$ cat config.mk
export PLATFORM = sky130hd
export DESIGN_NAME = regfile_write_scheduler
export DESIGN_NICKNAME = d
export VERILOG_FILES = /design/src/rtl/regfile_write_scheduler_pkg.sv /design/src/rtl/regfile_write_scheduler_rr_arbiter.sv /design/src/rtl/regfile_write_scheduler.sv
export SDC_FILE = /design/constraint.sdc
export NUM_CORES = 1
export LEC_CHECK = 0
export CAP_MARGIN = 20
export CORE_MARGIN = 5
export CORE_UTILIZATION = 40
export CTS_CLUSTER_SIZE = 12
export DETAILED_ROUTE_END_ITERATION = 8
export DONT_BUFFER_PORTS = 1
export GPL_TIMING_DRIVEN = 0
export PLACE_DENSITY = 0.55
export SYNTH_ARGS = -nofsm -noshare
export SYNTH_HDL_FRONTEND = slang
export SYNTH_SLANG_ARGS = --single-unit
$ cat constraint.sdc
create_clock -name clk -period 3.1 [get_ports clk]
set_input_delay 0.62 -clock clk [delete_from_list [all_inputs] [get_ports clk]]
set_output_delay 0.62 -clock clk [all_outputs]
set_load 0.05 [all_outputs]
$ cat src/rtl/regfile_write_scheduler_pkg.sv
// Shared constants and helpers for the LITE-16 register-file write path.
package lite16_pkg;

    localparam int NREG = 16;
    localparam int DW   = 16;
    localparam int AW   = 4;

    // Requester slots on the write port
    localparam int REQ_EXE = 0;
    localparam int REQ_MEM = 1;
    localparam int REQ_DBG = 2;

    // One-hot decode of a register index
    function automatic logic [NREG-1:0] onehot(input logic [AW-1:0] idx);
        onehot      = '0;
        onehot[idx] = 1'b1;
    endfunction

endpackage

$ cat src/rtl/regfile_write_scheduler_rr_arbiter.sv
// Round-robin grant over NREQ requesters. The search starts one past the
// last granted index, so the most recent winner has lowest priority.
module rr_arbiter #(
    parameter int NREQ = 3,
    parameter int PW   = (NREQ > 1) ? $clog2(NREQ) : 1
) (
    input  logic            clk,
    input  logic            rst,
    input  logic [NREQ-1:0] req_valid,
    output logic [NREQ-1:0] grant,
    output logic [PW-1:0]   grant_idx,
    output logic            grant_any
);

    logic [PW-1:0] ptr;
    int            cand;

    // First valid requester after ptr, wrapping; nothing granted during reset
    always_comb begin
        grant     = '0;
        grant_idx = '0;
        grant_any = 1'b0;
        cand      = 0;
        for (int k = 1; k <= NREQ; k++) begin
            cand = (int'(ptr) + k) % NREQ;
            if (rst && !grant_any && req_valid[cand]) begin
                grant[cand] = 1'b1;
                grant_idx   = PW'(cand);
                grant_any   = 1'b1;
            end
        end
    end

    // Pointer remembers the last winner; reset value makes requester 0 first
    always_ff @(posedge clk or negedge rst) begin
        if (!rst)
            ptr <= PW'(NREQ - 1);
        else if (grant_any)
            ptr <= grant_idx;
    end

endmodule

$ cat src/rtl/regfile_write_scheduler.sv
// Owns the register-file write port: arbitrates writers, registers the
// data/one-hot enable pair, and keeps the pending-write scoreboard used
// for operand hazards and WAW reservation stalls.
module regfile_write_scheduler
    import lite16_pkg::*;
#(
    parameter int NREQ = 3
) (
    input  logic               clk,
    input  logic               rst,
    input  logic [NREQ-1:0]    req_valid,
    output logic [NREQ-1:0]    req_ready,
    input  logic [NREQ*AW-1:0] req_addr,
    input  logic [NREQ*DW-1:0] req_data,
    input  logic               rsv_valid,
    input  logic [AW-1:0]      rsv_addr,
    output logic               rsv_ready,
    input  logic [AW-1:0]      chk_a,
    input  logic [AW-1:0]      chk_b,
    input  logic               chk_valid,
    output logic               hazard,
    input  logic               flush,
    output logic [NREG-1:0]    wr_en,
    output logic [DW-1:0]      wr_data,
    output logic [NREG-1:0]    pending
);

    localparam int PW = (NREQ > 1) ? $clog2(NREQ) : 1;

    logic [PW-1:0]   grant_idx;
    logic            grant_any;
    logic [AW-1:0]   sel_addr;
    logic [DW-1:0]   sel_data;
    logic [NREG-1:0] pending_nxt;

    rr_arbiter #(.NREQ(NREQ), .PW(PW)) u_arb (
        .clk       (clk),
        .rst       (rst),
        .req_valid (req_valid),
        .grant     (req_ready),
        .grant_idx (grant_idx),
        .grant_any (grant_any)
    );

    // Route the winner's address and data to the output registers
    always_comb begin
        sel_addr = req_addr[int'(grant_idx)*AW +: AW];
        sel_data = req_data[int'(grant_idx)*DW +: DW];
    end

    // Reservation check sees only the current scoreboard, never a same-cycle clear
    assign rsv_ready = rsv_valid & ~pending[rsv_addr] & ~flush;
    assign hazard    = chk_valid & (pending[chk_a] | pending[chk_b]);

    // Next scoreboard: clear on the capture edge, set wins over clear, flush wins over all
    always_comb begin
        pending_nxt = (pending & ~wr_en) | (rsv_ready ? onehot(rsv_addr) : '0);
        if (flush)
            pending_nxt = '0;
    end

    // Write-port registers; data holds when idle so only the enable toggles
    always_ff @(posedge clk or negedge rst) begin
        if (!rst) begin
            wr_en   <= '0;
            wr_data <= '0;
        end else if (grant_any) begin
            wr_en   <= onehot(sel_addr);
            wr_data <= sel_data;
        end else begin
            wr_en   <= '0;
        end
    end

    // Scoreboard register
    always_ff @(posedge clk or negedge rst) begin
        if (!rst)
            pending <= '0;
        else
            pending <= pending_nxt;
    end

endmodule

Word-level counts from Yosys, hierarchy flattened

Cells that the tools add are included.
Widths: inputs -> output; s select.

Output and inout port bits: 53
Bits of input ports: 80
Register bits: 50

Muxes and demuxes: 37
Reduce and logical (&&, ||, !) cells: 12
$lt $le $gt $ge: 12
Divide/modulo/power cells: 3
Bitwise gates (word level): 11
Add/subtract/negate cells: 3
Shift operators: 2

Operator list:

| cell                  | number |
|---|---|
| $ge 32x1->1 const B   | 3 |
| $lt 32x4->1 const B   | 3 |
| $mod 32x3->32 const B | 3 |
| $mux 16               | 3 |
| $shiftx 48x7->16      | 1 |
| $lt 4x5->1 const B    | 4 |
| $mux 1                | 17 |
| $and 16x16->16        | 1 |
| $not 16->16           | 1 |
| $or 16x16->16         | 1 |
| $bmux 1 s4            | 3 |
| $shiftx 12x5->4       | 1 |
| $logic_and 1x1->1     | 10 |
| $mux 3                | 3 |
| $demux 1 s4           | 2 |
| $ge 4x1->1 const B    | 2 |
| $add 2x2->3 const B   | 2 |
| $bmux 1 s2            | 3 |
| $demux 1 s2           | 3 |
| $mux 2                | 3 |
| $or 3x3->3            | 2 |
| $add 2x1->3 const B   | 1 |
| $and 1x1->1           | 3 |
| $logic_not 1->1       | 2 |
| 2 further kinds       | 3 |

Logic depth before layout (Yosys ltp)

Gate-level depths: netlist (run 1).

Word-level depth: 21
Gate-level depth with buffers: 11

By module

A second synthesis (run 1) with hierarchy kept.

Cells, all modules: 316
Area total of the unflattened synthesis: 3,041.7 um^2

By module, submodules not included:

| module                  | cells an instance | instances | area each (um^2) |
|---|---|---|---|
| regfile_write_scheduler | 274               | 1         | 2,687.6 |
| rr_arbiter              | 42                | 1         | 354.1 |

Worst setup path before layout (run 1)

OpenSTA, ideal clock, no wires.

Path type: input -> output
Start point: in rsv_addr[0]
End point: out rsv_ready
Stages: 4
Path slack: -0.056 ns
Required time: 2.480 ns
Path buffers: 1
Arrival time: 2.536 ns
Cells stage by stage: clkbuf_1 mux4_2 mux4_2 nor2_1

Cells in the longest elaborated chain, start to end: 5

Ends and longest elaborated chain:

| element                      | RTL line                      | RTL |
|---|---|---|
| start, declared              | regfile_write_scheduler.sv:16 | `input logic [AW-1:0] rsv_addr,` |
| $bmux 1 s4                   | regfile_write_scheduler.sv:52 | `assign rsv_ready = rsv_valid & ~pending[rsv_addr] & ~flush;` |
| $mux 1 (implied by the code) | regfile_write_scheduler.sv:52 |  |
| $not 1->1                    | regfile_write_scheduler.sv:52 |  |
| $and 1x1->1 (2 in series)    | regfile_write_scheduler.sv:52 |  |
| end, declared                | regfile_write_scheduler.sv:17 | `output logic rsv_ready,` |

Every way passes these cells. The select of a mux whose other input is x is not followed.

Final worst setup path (run 1)

Start point: reg u_arb.ptr[1]
End point: out req_ready[0]

Cells in the longest elaborated chain, start to end: 15

Ends and longest elaborated chain:

| element                                                | RTL line                                 | RTL |
|---|---|---|
| start, declared                                        | regfile_write_scheduler_rr_arbiter.sv:15 | `logic [PW-1:0] ptr;` |
| start signal, assigned                                 | regfile_write_scheduler_rr_arbiter.sv:37 | `ptr <= PW'(NREQ - 1);` |
| start signal, assigned                                 | regfile_write_scheduler_rr_arbiter.sv:39 | `ptr <= grant_idx;` |
| branches (longest 14 deep; another with $mod 32x3->32) | n/a                                      |  |
| $mux 3 *                                               | regfile_write_scheduler_rr_arbiter.sv:26 | `if (rst && !grant_any && req_valid[cand]) begin` |
| end, declared                                          | regfile_write_scheduler.sv:12            | `output logic [NREQ-1:0] req_ready,` |

Every way passes the cells marked *. The select of a mux whose other input is x is not followed.

==> results of run 1 <==
[area by class of cell]
type	count	area share
inverter	13	0.0130
clock buffer	5	0.0183
tap	105	0.0350
timing repair buffer	6	0.0160
sequential	50	0.334
buffer	21	0.0290
clock inverter	3	0.0130
multi-input combinational	250	0.542
[registers in the layout (all words and copies together), names as in the netlist]
| signal | cells |
|---|---|
| pending | 16 |
| u_arb.ptr | 2 |
| wr_data | 16 |
| wr_en | 16 |
[layer usage]
| layer | share of wire | track usage |
|---|---|---|
| met4 | 0.0030 | 0.0242 |
| met2 | 0.49 | 0.316 |
| met1 | 0.41 | 0.240 |
| met3 | 0.094 | 0.0614 |
| met5 | 0 | 0 |
[cells by family (layout without fill, tap and decap cells)]
logic type      count (synthesis)  in the layout  synth area share
simple gates                  136            136             0.221
compound gates                 88             88             0.223
flops                          50             50             0.371
buf+inv                        34             48            0.0463
mux                            22             22             0.123
fa+ha+maj                       4              4            0.0148
[layout by cell type (no fill, tap or decap), types with 4 or more instances in the layout]
cell type	synthesis	routed
and3_1	16	16
a21oi_1	9	9
mux2i_1	5	4
nor4_1	6	6
a211oi_1	16	16
clkbuf_1	12	11
dfrtp_1	49	49
o32ai_1	7	7
buf_4	2	6
nor2b_1	10	10
clkbuf_8	0	5
o31ai_1	17	17
mux4_2	15	15
inv_1	13	13
o21ai_0	4	4
nand2b_1	10	10
buf_2	5	5
nand2_1	29	29
nor2_1	32	31
nor3_1	11	11
[worst max-delay path, delay by kind of cell, from the launching register on]
family | cells | cell delay, ns
adder cells (fa/ha/maj) | 1 | 0.23
buffers and inverters | 1 | 0.17
AO/OA/AOI/OAI | 3 | 0.66
flip-flops | 1 | 0.59
AND/OR/NAND/NOR | 2 | 0.41
[worst paths after layout]
check,start,end,slack [ns]
worst max register to register,u_arb.ptr[1]$_DFFE_PN1P_,wr_en[12]$_DFF_PN0_,0.31
worst max-delay path,u_arb.ptr[1]$_DFFE_PN1P_,req_ready[0],0.13
max in group asynchronous,rst,wr_en[5]$_DFF_PN0_,2.18
worst min-delay path,rst,wr_data[11]$_DFFE_PN0P_,0.15
min in group clk,req_data[41],wr_data[9]$_DFFE_PN0P_,0.50
worst min register to register,u_arb.ptr[1]$_DFFE_PN1P_,u_arb.ptr[1]$_DFFE_PN1P_,0.51
[what timing repair did]
item | in CTS | in global routing
gates resized for setup | 4 | 10
pin swaps | 1 | 3
cloned | 0 | 0
buffers inserted | 1 | 3
hold buffers | 2 | 0
setup endpoints to repair | 3 | 22
hold endpoints to repair | 43 | 0
[power by group]
part / switching (mW) / internal, mW / leakage [nW]
clock network: 0.227 / 0.246 / 0.0563
registers: 0.644 / 0.806 / 0.663
logic: 1.21 / 0.773 / 0.817
total: 2.08 / 1.83 / 1.54
==> metrics.md, run 1 <==
| Metric | Value |
|---|---|
| DRT iter0 DRCs | `93` |
| Final wirelength | `9610 um` |
| RSZ-0062 raised after global routing | `false` |
| Area leader, netlist | `dfrtp_1` |
| Critical Path, Cell by Cell | `ha_4, buf_4, nand2b_1, a31oi_2, o22ai_1, and2_1, a22o_4` |
| Design area | `3750 um2` |
| Syn nets | `roughly 420` |
| Req. time, crit path | `2.48 ns` |
| Final non-filler cell total | `453` |
| Setup Skew | `a little over 0.005 ns` |
| Tmin final | `2.97 ns` |
| Synth top area cells | `dfrtp_1, mux4_2, o31ai_1, a211oi_1, nor2_1` |
| Final Hold Fails | `0` |
| Seq. cell area | `1250 um2` |
| Leakage | `1.54 nW` |
| Dpl ws | `0.0493 ns` |
| Rows | `33` |
| Total core area | `8220 um2` |
| Root Driver | `clkbuf_8` |
| VDD IR max | `0.000506 V` |
| Port bufs | `0` |
| Final setup margin | `0.126 ns` |
| Die ar. | `10400 um2` |
| Number of synthesized flops with an enable pin | `0` |
| DR vias/cell | `6.03` |
| HPWL after DPL | `roughly 7300 um` |
| Maximum fanout along the worst path | `10` |
| Post-synth top area share | `0.363` |
| Fin. max-slew vios | `0` |
| Crit share post-route | `0.959` |
| Die Y | `102 um` |
| Layout cells sized above 1 | `0.210` |
| Worst Tran Pin Value | `0.959 ns` |
| Fmax | `336 MHz` |
| DIE WIDTH | `102 um` |
| H-tree levels | `2` |
| Hold slack final | `0.152 ns` |
| Initial antenna violation count | `0` |
| Routed Antenna Nets | `0` |
| Post-synthesis cell count | `334` |
| Placed cells | `between 400 and 500` |
| CTS sink cnt | `50` |
| Max stage delay on crit path | `slightly below 0.6 ns` |
| Startpoint types | `register` |
| Area growth, synth to finish | `11.2%` |
| CP max stage cell | `dfstp_2` |
| Hold/Removal Path Class | `input port to async pin` |
| WL per Instance | `between 20 and 25 um` |
| Share of flip-flops with an asynchronous set or reset | `1.00` |
| Vias in the first global route | `2798` |
| Largest net degree at the start of global routing | `44` |
| Area of the multi-input gates | `2030 um2` |
| Power after layout | `roughly 3.9 mW` |
| First-pass GRT wire length | `around 15000 um` |
| Sequential share of the synthesized area | `0.371` |
| PwrDens | `1040 nW/um2` |
| First-pass DRT Iterations | `4` |
| Yosys warnings | `0` |
| Cell depth of the worst flop-to-flop path | `10` |
| Layout fillers | `785` |
| Synth cell count leaders | `dfrtp_1, nor2_1, nand2_1` |
| Top FF cell, synth | `dfrtp_1` |
| Seq cells post-synth | `50` |
| Grt ovf | `0` |
| Initial Utilization | `0.411` |
| Top-count cell post-synth | `dfrtp_1` |
| Critical path class | `register to output pin` |
| CTS tree | `done` |
| Vias | `2731` |
| DR DRC count | `0` |
| GRT Total Usage | `0.186` |
| Final Net Count | `431` |
| Antenna fix cells | `0` |
| Reg clk slew, reported paths | `0.10 ns` |
| Critical Path Sink Type | `output pin` |
| Clock buffer count from CTS | `5` |
| Layout Utilization | `0.457` |
| Synthesized area per cell | `10.1 um2` |
| Setup violators final | `0` |
| Skew-Pair Late Insertion Delay | `0.29 ns` |
| Max Cap Viol | `0` |
| Area after DPL | `3510 um2` |
| Synth unique cells | `a little over 60` |
| CTS max path bufs | `2` |
| Placer Congestion | `0.844` |
| WP data arrival | `2.35 ns` |
| IO Pins | `133` |
| Setup TNS | `0 ns` |
| Mapped cell area | `between 3000 and 4000 um2` |
| Outcome | `finished, final reports clean` |
| Slew Limit Headroom | `0.352` |
Note: power is estimated with default switching activity, not from simulation.
==> run 2, diff against run 1 <==
CTS_CLUSTER_SIZE = 10   (was 12)
==> results of run 2 <==
Same layout as run 1: the final DEF is identical, and so are final timing and power.
